`src/rtl/wrr_pkg.sv`:
```
// Shared constants, scheduler state encoding and helpers for the
// weighted round-robin virtual-channel scheduler.
package wrr_pkg;
  localparam int NUM_VC         = 4;
  localparam int VC_W           = 2;
  localparam int WEIGHT_W       = 3;
  localparam int DEFAULT_WEIGHT = 1;

  typedef enum logic {
    IDLE  = 1'b0,
    SERVE = 1'b1
  } state_e;

  function automatic logic [NUM_VC-1:0] onehot(input logic [VC_W-1:0] idx);
    onehot      = '0;
    onehot[idx] = 1'b1;
  endfunction
endpackage

```
`src/rtl/wrr_vc_scheduler_credit.sv`:
```
// Per-VC downstream credit counter: decrements on a pop, increments on a
// credit return, saturates at MAX_CREDIT and flags a return that overflows.
module vc_credit_counter #(
  parameter int MAX_CREDIT = 4,
  parameter int CREDIT_W   = 3
) (
  input  logic clk_i,
  input  logic rst_ni,
  input  logic dec_i,
  input  logic inc_i,
  output logic nonzero_o,
  output logic overflow_o
);
  localparam logic [CREDIT_W-1:0] MaxC = CREDIT_W'(MAX_CREDIT);

  logic [CREDIT_W-1:0] count_q, count_d;

  always_comb begin
    count_d = count_q;
    if (dec_i && !inc_i && count_q != '0)
      count_d = count_q - 1'b1;
    else if (inc_i && !dec_i && count_q != MaxC)
      count_d = count_q + 1'b1;
  end

  assign nonzero_o  = (count_q != '0);
  assign overflow_o = inc_i && !dec_i && (count_q == MaxC);

  always_ff @(posedge clk_i) begin
    if (!rst_ni) count_q <= MaxC;
    else         count_q <= count_d;
  end
endmodule

```
`src/rtl/wrr_vc_scheduler.sv`:
```
// Weighted round-robin scheduler sharing one link among 4 VCs, with a
// programmable weight table and per-VC credit tracking. One registered pop per cycle.
module wrr_vc_scheduler #(
  parameter int WEIGHT_W   = 3,
  parameter int MAX_CREDIT = 4,
  parameter int CREDIT_W   = 3
) (
  input  logic                CLK_2MHz,
  input  logic                reset,
  input  logic                edit_weight,
  input  logic [1:0]          vc_assign,
  input  logic [WEIGHT_W-1:0] weight_assign,
  input  logic [3:0]          vc_req,
  input  logic [3:0]          credit_return,
  output logic [3:0]          vc_grant,
  output logic [1:0]          grant_vc,
  output logic                grant_valid,
  output logic                credit_err
);
  import wrr_pkg::*;

  state_e              state_q;
  logic [VC_W-1:0]     cur_vc_q;
  logic [WEIGHT_W-1:0] quota_q;
  logic [WEIGHT_W-1:0] weight_q [NUM_VC];
  logic [NUM_VC-1:0]   vc_grant_q;
  logic [VC_W-1:0]     grant_vc_q;
  logic                grant_valid_q;
  logic                credit_err_q;

  logic [NUM_VC-1:0]   elig, nonzero, overflow, dec;
  logic                do_grant, found;
  logic [VC_W-1:0]     next_vc, idx;

  for (genvar i = 0; i < NUM_VC; i++) begin : g_credit
    vc_credit_counter #(
      .MAX_CREDIT (MAX_CREDIT),
      .CREDIT_W   (CREDIT_W)
    ) u_cnt (
      .clk_i      (CLK_2MHz),
      .rst_ni     (reset),
      .dec_i      (dec[i]),
      .inc_i      (credit_return[i]),
      .nonzero_o  (nonzero[i]),
      .overflow_o (overflow[i])
    );
    assign elig[i] = vc_req[i] && nonzero[i] && (weight_q[i] != '0);
  end

  assign do_grant = !edit_weight && (state_q == SERVE) && elig[cur_vc_q] && (quota_q != '0);
  assign dec      = do_grant ? onehot(cur_vc_q) : '0;

  // Cyclic search from cur_vc+1 round to cur_vc; the nearest eligible VC wins.
  always_comb begin
    found   = 1'b0;
    next_vc = cur_vc_q;
    idx     = cur_vc_q;
    for (int k = NUM_VC; k >= 1; k--) begin
      idx = cur_vc_q + VC_W'(k);
      if (elig[idx]) begin
        found   = 1'b1;
        next_vc = idx;
      end
    end
  end

  always_ff @(posedge CLK_2MHz) begin
    if (!reset) begin
      state_q       <= IDLE;
      cur_vc_q      <= VC_W'(NUM_VC - 1);
      quota_q       <= '0;
      vc_grant_q    <= '0;
      grant_vc_q    <= '0;
      grant_valid_q <= 1'b0;
      credit_err_q  <= 1'b0;
      for (int i = 0; i < NUM_VC; i++) weight_q[i] <= WEIGHT_W'(DEFAULT_WEIGHT);
    end else begin
      vc_grant_q    <= '0;
      grant_valid_q <= 1'b0;
      if (|overflow) credit_err_q <= 1'b1;
      if (edit_weight) begin
        weight_q[vc_assign] <= weight_assign;
      end else if (do_grant) begin
        vc_grant_q    <= onehot(cur_vc_q);
        grant_vc_q    <= cur_vc_q;
        grant_valid_q <= 1'b1;
        quota_q       <= quota_q - 1'b1;
      end else if (found) begin
        // Switching VCs costs this cycle as a bubble; the grant follows next cycle.
        cur_vc_q <= next_vc;
        quota_q  <= weight_q[next_vc];
        state_q  <= SERVE;
      end else begin
        state_q <= IDLE;
        quota_q <= '0;
      end
    end
  end

  assign vc_grant    = vc_grant_q;
  assign grant_vc    = grant_vc_q;
  assign grant_valid = grant_valid_q;
  assign credit_err  = credit_err_q;
endmodule

```
`config.mk`:
```
export PLATFORM = sky130hd
export DESIGN_NAME = wrr_vc_scheduler
export DESIGN_NICKNAME = d
export VERILOG_FILES = /design/src/rtl/wrr_pkg.sv /design/src/rtl/wrr_vc_scheduler_credit.sv /design/src/rtl/wrr_vc_scheduler.sv
export SDC_FILE = /design/constraint.sdc
export NUM_CORES = 1
export LEC_CHECK = 0
export CORE_MARGIN = 2
export CORE_UTILIZATION = 55
export CTS_CLUSTER_SIZE = 16
export DETAILED_ROUTE_END_ITERATION = 12
export PLACE_DENSITY = 0.87
export SYNTH_ARGS = -nofsm -noshare
export SYNTH_HDL_FRONTEND = slang
export SYNTH_SLANG_ARGS = --single-unit
```
`constraint.sdc`:
```
create_clock -name CLK_2MHz -period 4.45 [get_ports CLK_2MHz]
set_input_delay 0.6675 -clock CLK_2MHz [delete_from_list [all_inputs] [get_ports CLK_2MHz]]
set_output_delay 0.6675 -clock CLK_2MHz [all_outputs]
set_load 0.1 [all_outputs]
```
# Word-level counts from Yosys, hierarchy flattened
# Memories as Yosys holds them, arrays and structs flattened.
# Index checks and enable logic that the tools add are counted.
# Widths: inputs -> output; s select.
[word_totals] regBits=26 latch_bits=0 ramBits=12 romBits=0 wordCells=137 mem_count=1
[mem_list] memory="weight_q" depth=4 width=3 rd=5 rd_clocked_by_memory_dff=0 write_ports=4 line_no="wrr_vc_scheduler.sv:25" rtl="logic [WEIGHT_W-1:0] weight_q [NUM_VC];"
[classes] add_sub_neg=12 multipliers=0 n_div=0 n_lt_le_gt_ge=5 n_eq_ne=8 shift=0 n_mux=37 bitwise=3 n_reduce_logical=60
[ops] operator="$mux 3" n=11
[ops] operator="$logic_and 1x1->1" n=32
[ops] operator="$reduce_bool 3->1" n=9
[ops] operator="$mux 1" n=16
[ops] operator="$sub 3x1->3 const B" n=5
[ops] operator="$add 3x1->3 const B" n=4
[ops] operator="$eq 3x3->1 const B" n=4
[ops] operator="$lt 2x3->1 const B" n=4
[ops] operator="$ne 3x3->1 const B" n=4
[ops] operator="$logic_not 1->1" n=9
[ops] operator="$bmux 1 s2" n=4
[ops] operator="$mux 2" n=4
[ops] operator="$reduce_bool 2->1" n=4
[ops] operator="$add 2x2->2 const B" n=2
[ops] operator="$mux 4" n=1
[ops] operator="$reduce_and 2->1" n=2
[ops] operator="$reduce_or 4->1" n=1
[ops] operator="$not 1->1" n=3
[ops] operator="$reduce_and 3->1" n=1
[ops] operator="$reduce_or 3->1" n=1
[ops] operator="$add 2x1->2 const B" n=1
[ops] operator="$demux 1 s2" n=1
[ops] operator="$ge 2x1->1 const B" n=1
[ops] operator="$reduce_or 2->1" n=1

# Longest topological paths before layout
[depth] depth_word=13 mapped_depth=12 mapped_depth_nobuf=11

# By module
# From an unflattened synthesis, not the netlist that was laid out.
[hier_totals] cells_unflattened=227 area_unflattened_um2=2272.2
[by_module_without_submodules] module="wrr_vc_scheduler" instances=1 cells_each=135 area_each_um2=1421.4
[by_module_without_submodules] module="vc_credit_counter" instances=4 cells_each=23 area_each_um2=212.7

# Least setup slack after synthesis
# No wires, ideal clock.
[synth_timing] kind="reg-to-reg" from="reg quota_q[0]" to="reg g_credit[0].u_cnt.count_q[1]" t_arrival_ns=2.806 t_required_ns=4.364 path_slack_ns=1.558 stages_incl_launch_ff=10 path_buffers=0 synth_period_minus_slack_ns=2.892 path_cell_list="dfxtp_1 > inv_1 > ha_1 > ha_1 > nor3_2 > nand3_2 > or3_1 > fa_1 > or2_2 > a221oi_2"
[synth_between] elab_chain_cells=7
[synth_rtl] element="start, declared" line_no="wrr_vc_scheduler.sv:24" rtl="logic [WEIGHT_W-1:0] quota_q;"
[synth_rtl] element="start signal, assigned" line_no="wrr_vc_scheduler.sv:87" rtl="quota_q <= quota_q - 1'b1;"
[synth_rtl] element="start signal, assigned" line_no="wrr_vc_scheduler.sv:91" rtl="quota_q <= weight_q[next_vc];"
[synth_rtl] element="$reduce_bool 3->1 (*)" line_no="wrr_vc_scheduler.sv:50" rtl="assign do_grant = !edit_weight && (state_q == SERVE) && elig[cur_vc_q] && (quota_q != '0);"
[synth_rtl] element="$logic_and 1x1->1 (*)" line_no="wrr_vc_scheduler.sv:50"
[synth_rtl] element="$mux 4 (*)"
[synth_rtl] element="$logic_not 1->1" line_no="wrr_vc_scheduler_credit.sv:22" rtl="else if (inc_i && !dec_i && count_q != MaxC)"
[synth_rtl] element="$logic_and 1x1->1 (2 in series)" line_no="wrr_vc_scheduler_credit.sv:22"
[synth_rtl] element="$reduce_bool 2->1 (no source line)"
[synth_rtl] element="end signal, assigned" line_no="wrr_vc_scheduler_credit.sv:30" rtl="if (!rst_ni) count_q <= MaxC;"
[synth_rtl] element="end signal, assigned" line_no="wrr_vc_scheduler_credit.sv:31" rtl="else count_q <= count_d;"
[synth_rtl] element="end, declared" line_no="wrr_vc_scheduler_credit.sv:16" rtl="logic [CREDIT_W-1:0] count_q, count_d;"
# Mark *: on every way between the ends. The rest lies on a longest branch, timed or not.
# A chain may end at the register's enable or synchronous reset.

# Final worst setup path
[layout_timing] from="in vc_req[1]" to="reg g_credit[0].u_cnt.count_q[2]"
[layout_between] elab_chain_cells=11
[layout_rtl] element="start, declared" line_no="wrr_vc_scheduler.sv:13" rtl="input logic [3:0] vc_req,"
[layout_rtl] element="$logic_and 1x1->1 (*) (2 in series)" line_no="wrr_vc_scheduler.sv:47" rtl="assign elig[i] = vc_req[i] && nonzero[i] && (weight_q[i] != '0);"
[layout_rtl] element="$bmux 1 s2 (*)" line_no="wrr_vc_scheduler.sv:50"
[layout_rtl] element="$mux 1 (implied by the code) (*)" line_no="wrr_vc_scheduler.sv:50"
[layout_rtl] element="$logic_and 1x1->1 (*) (2 in series)" line_no="wrr_vc_scheduler.sv:50"
[layout_rtl] element="$mux 4 (*)"
[layout_rtl] element="$logic_not 1->1" line_no="wrr_vc_scheduler_credit.sv:22"
[layout_rtl] element="$logic_and 1x1->1 (2 in series)" line_no="wrr_vc_scheduler_credit.sv:22"
[layout_rtl] element="$reduce_bool 2->1 (no source line)"
# Mark *: on every way between the ends. The rest lies on a longest branch, timed or not. The select of a mux whose other input is x is not followed.

==> flow_summary.ini <==
[run_status]
status = finished, final reports clean

[floorplanning]
ios = 24
dieWidth_um = 72.4
initial_core_util_pct = 58.2
row_count = 24
dieArea_sq_um = 5240
die_y_um = 72.4
core_area_sq_um = 4410

[timing]
slew_headroom_pct = 35.2
final.setup_skew_ns = 0.00781
clock.fmax_ghz = 0.294
setup_tns_ns = 0
finalSetupViolations = 0
hold_viol_final = 0
period_needed_ns = 3.40
fin_crit_sh_pct = 76.5
rsz0062_at_grt = no
slew_violations = 0
worst_pin_slew_ns = 0.969

[critical_path]
slowest_delay_ns = 0.47
endpoint = g_credit[0].u_cnt.count_q[2]
cp_max_fo = 8
arrival_ns = 3.54
path_buf_inv = 2
crit_cells = 11
crit_chain = clkdlybuf4s50_1 -> o31ai_1 -> nor2_1 -> mux4_2 -> nand3_2 -> or3_1 -> fa_1 -> inv_1 -> nor4_1 -> a311oi_1 -> o21ai_0
cp_top_family = simple AND/OR/NAND/NOR gates
crit_type = input port to register
rrSetupSlack_ns = 1.39
crit_slowest_cell = mux4_2
worst_r2r_path_depth = 10
reg2reg_to = g_credit[0].u_cnt.count_q[2]
cp.required_ns = 4.58
worstReg2RegStart = g_credit[0].u_cnt.count_q[2]
crit_start = vc_req[1]
end_kind = register
start_kind = input port

[cts]
clk_latency_ns = 0.30
cts_buffers = 5
cts.sinks = 38
root_buffer = clkbuf_8
postCtsHoldBufs = 0
path_clk_slew_ns = 0.08
cts_buffer_depth = 2
cts_setup_buffers = 0
tritoncts = done
post_cts_resized = 0
htree_num_levels = 2

[route]
vias_per_cell = 5.98
wl_per_cell_um = 14.9
drt_iter0_markers = 101
drt_drc_violations_left = 0
routed-via-count = 2140
drtAntennaViolNets = 0
wirelength_um = 5350
dr.pass1.iters = 4

[synthesis]
async_reset_ff_share_pct = 0
syn_nets = 316
ys_warn_count = 0
ys_ff_latch = 38
syn_inst = 290
synth_top_cell_area_share_pct = 20.2
syn_area_sq_um = 2570
avgSynthCellArea_sq_um = 8.87
synth.area.top_cells = dfxtp_1 (20%), edfxtp_1 (14%), nand2_1 (3.5%)
synth_edf_count = 12
ys_seq_area_share_pct = 34.3
synth-main-ff-cell = dfxtp_1
synth.distinct_cells = 61
yosysTopAreaCell = dfxtp_1

[cells_and_area]
drive_gt1_share_pct = 10.5
fin_nets = 331
mostFrequentLayoutCell = dfxtp_1
syn_to_final_growth_pct = 14.0
num_antenna_cells = 0
final_cell_mix = dfxtp_1 (26), nand2_1 (24), clkdlybuf4s50_1 (23)
postLayoutCellArea_sq_um = 2930
final_cells = 358
final_util_pct = 66.4

[power]
leakagePower_nw = 1.07
seq_power_share_pct = 37.2
cellInternalPower_mw = 0.754
swShare_pct = 34.2
comb_power_share_pct = 32.6
clockPowerShare_pct = 30.2
p_sw_mw = 0.392
ir_drop_mv = 0.217
power_density_nw_per_um2 = 391

[place]
dpl_cell_area_sq_um = 2790
portBuffers = 23
dp_cells = 350
gp_congestion = 0.872
dp_hpwl_um = 3880

[global_routing]
grt_pass1_vias = 1993
grt_max_degree = 25
antenna_found_initial = 0
gr-total-overflow = 0
grt_pass1_wl_um = 9070
track_usage_pct = 21.9

[run]
cap_violations = 0

[worst_hold_path]
hold_path.class = register to register
-- worst register-to-register path: stages (launching register included) --
cell      delay (ns)
dfxtp_1         0.52
o31ai_4         0.13
nor2_2          0.22
mux4_2          0.46
nand3_2         0.22
or3_1           0.38
fa_1            0.38
inv_1           0.11
nor4_1          0.06
a311oi_1        0.28
o21ai_0         0.14
-- logic make-up after synthesis --
family / share of synthesized area [%]
mux: 2.97
buf+inv: 6.23
xor+xnor: 4.33
compound gates: 19.9
fa+ha+maj: 6.03
simple gates: 26.3
flops: 34.3
-- registers in the layout, summed over array words and instances, names as in the netlist --
register / cells
weight_q: 12
g_credit.u_cnt.count_q: 12
state_q: 1
grant_vc: 2
quota_q: 3
credit_err: 1
cur_vc_q: 2
vc_grant: 4
grant_valid: 1
-- worst min path at each step --
| stage | start | cells past startpoint | slack [ns] | to |
|---|---|---|---|---|
| finish | grant_vc[1] | 2 | 0.49 | grant_vc[1] |
| global route | grant_vc[1] | 2 | 0.50 | grant_vc[1] |
| CTS | grant_vc[1] | 2 | 0.49 | grant_vc[1] |
| detailed placement | grant_vc[1] | 2 | 0.48 | grant_vc[1] |
| global placement | grant_vc[1] | 2 | 0.48 | grant_vc[1] |
| floorplan | g_credit[3].u_cnt.count_q[0] | 2 | 0.49 | g_credit[3].u_cnt.count_q[0] |
-- power groups by stage --
stage / Clock [mW] / Sequential (mW) / Combinational [mW]
2_1_floorplan: 0 / 0.441 / 0.282
3_3_place_gp: 0 / 0.431 / 0.353
3_5_place_dp: 0 / 0.434 / 0.364
4_1_cts: 0.347 / 0.426 / 0.369
5_1_grt: 0.361 / 0.431 / 0.410
6_report: 0.346 / 0.426 / 0.374
-- cell usage after synthesis, types with 8 or more instances --
| cell | count |
|---|---|
| nand2_1 | 24 |
| inv_1 | 19 |
| dfxtp_1 | 26 |
| a21oi_1 | 9 |
| clkbuf_1 | 11 |
| nor3_1 | 14 |
| or3_1 | 8 |
| nor2_1 | 21 |
| and3_1 | 10 |
| and2_1 | 9 |
| edfxtp_1 | 12 |
| o21ai_0 | 10 |
-- through the flow --
stage | hold WS [ns] | power [mW] | setup slack, ns
2_1_floorplan | 0.494 | 0.723 | 1.56
3_3_place_gp | 0.480 | 0.784 | 0.931
3_5_place_dp | 0.482 | 0.798 | 0.765
4_1_cts | 0.493 | 1.14 | 1.07
5_1_grt | 0.502 | 1.20 | 0.840
6_report | 0.489 | 1.15 | 1.05
-- cell type report --
cell class	instances	area, sq um
Clock buffer	7	108
Timing Repair Buffer	25	245
Clock inverter	1	30.0
Sequential cell	38	881
Inverter	19	71.3
Multi-Input combinational cell	216	1530
Tap cell	52	65.1
Fill cell	358	1480
-- per-layer routing --
layer	routed length (um)	up-vias	track usage, %
met2	2550	56	36.5
met5	0	-	0
met1	2430	994	28.7
li1	-	1081	-
met4	91	0	6.79
met3	287	9	4.44
Power figures use the tool's default switching activity.
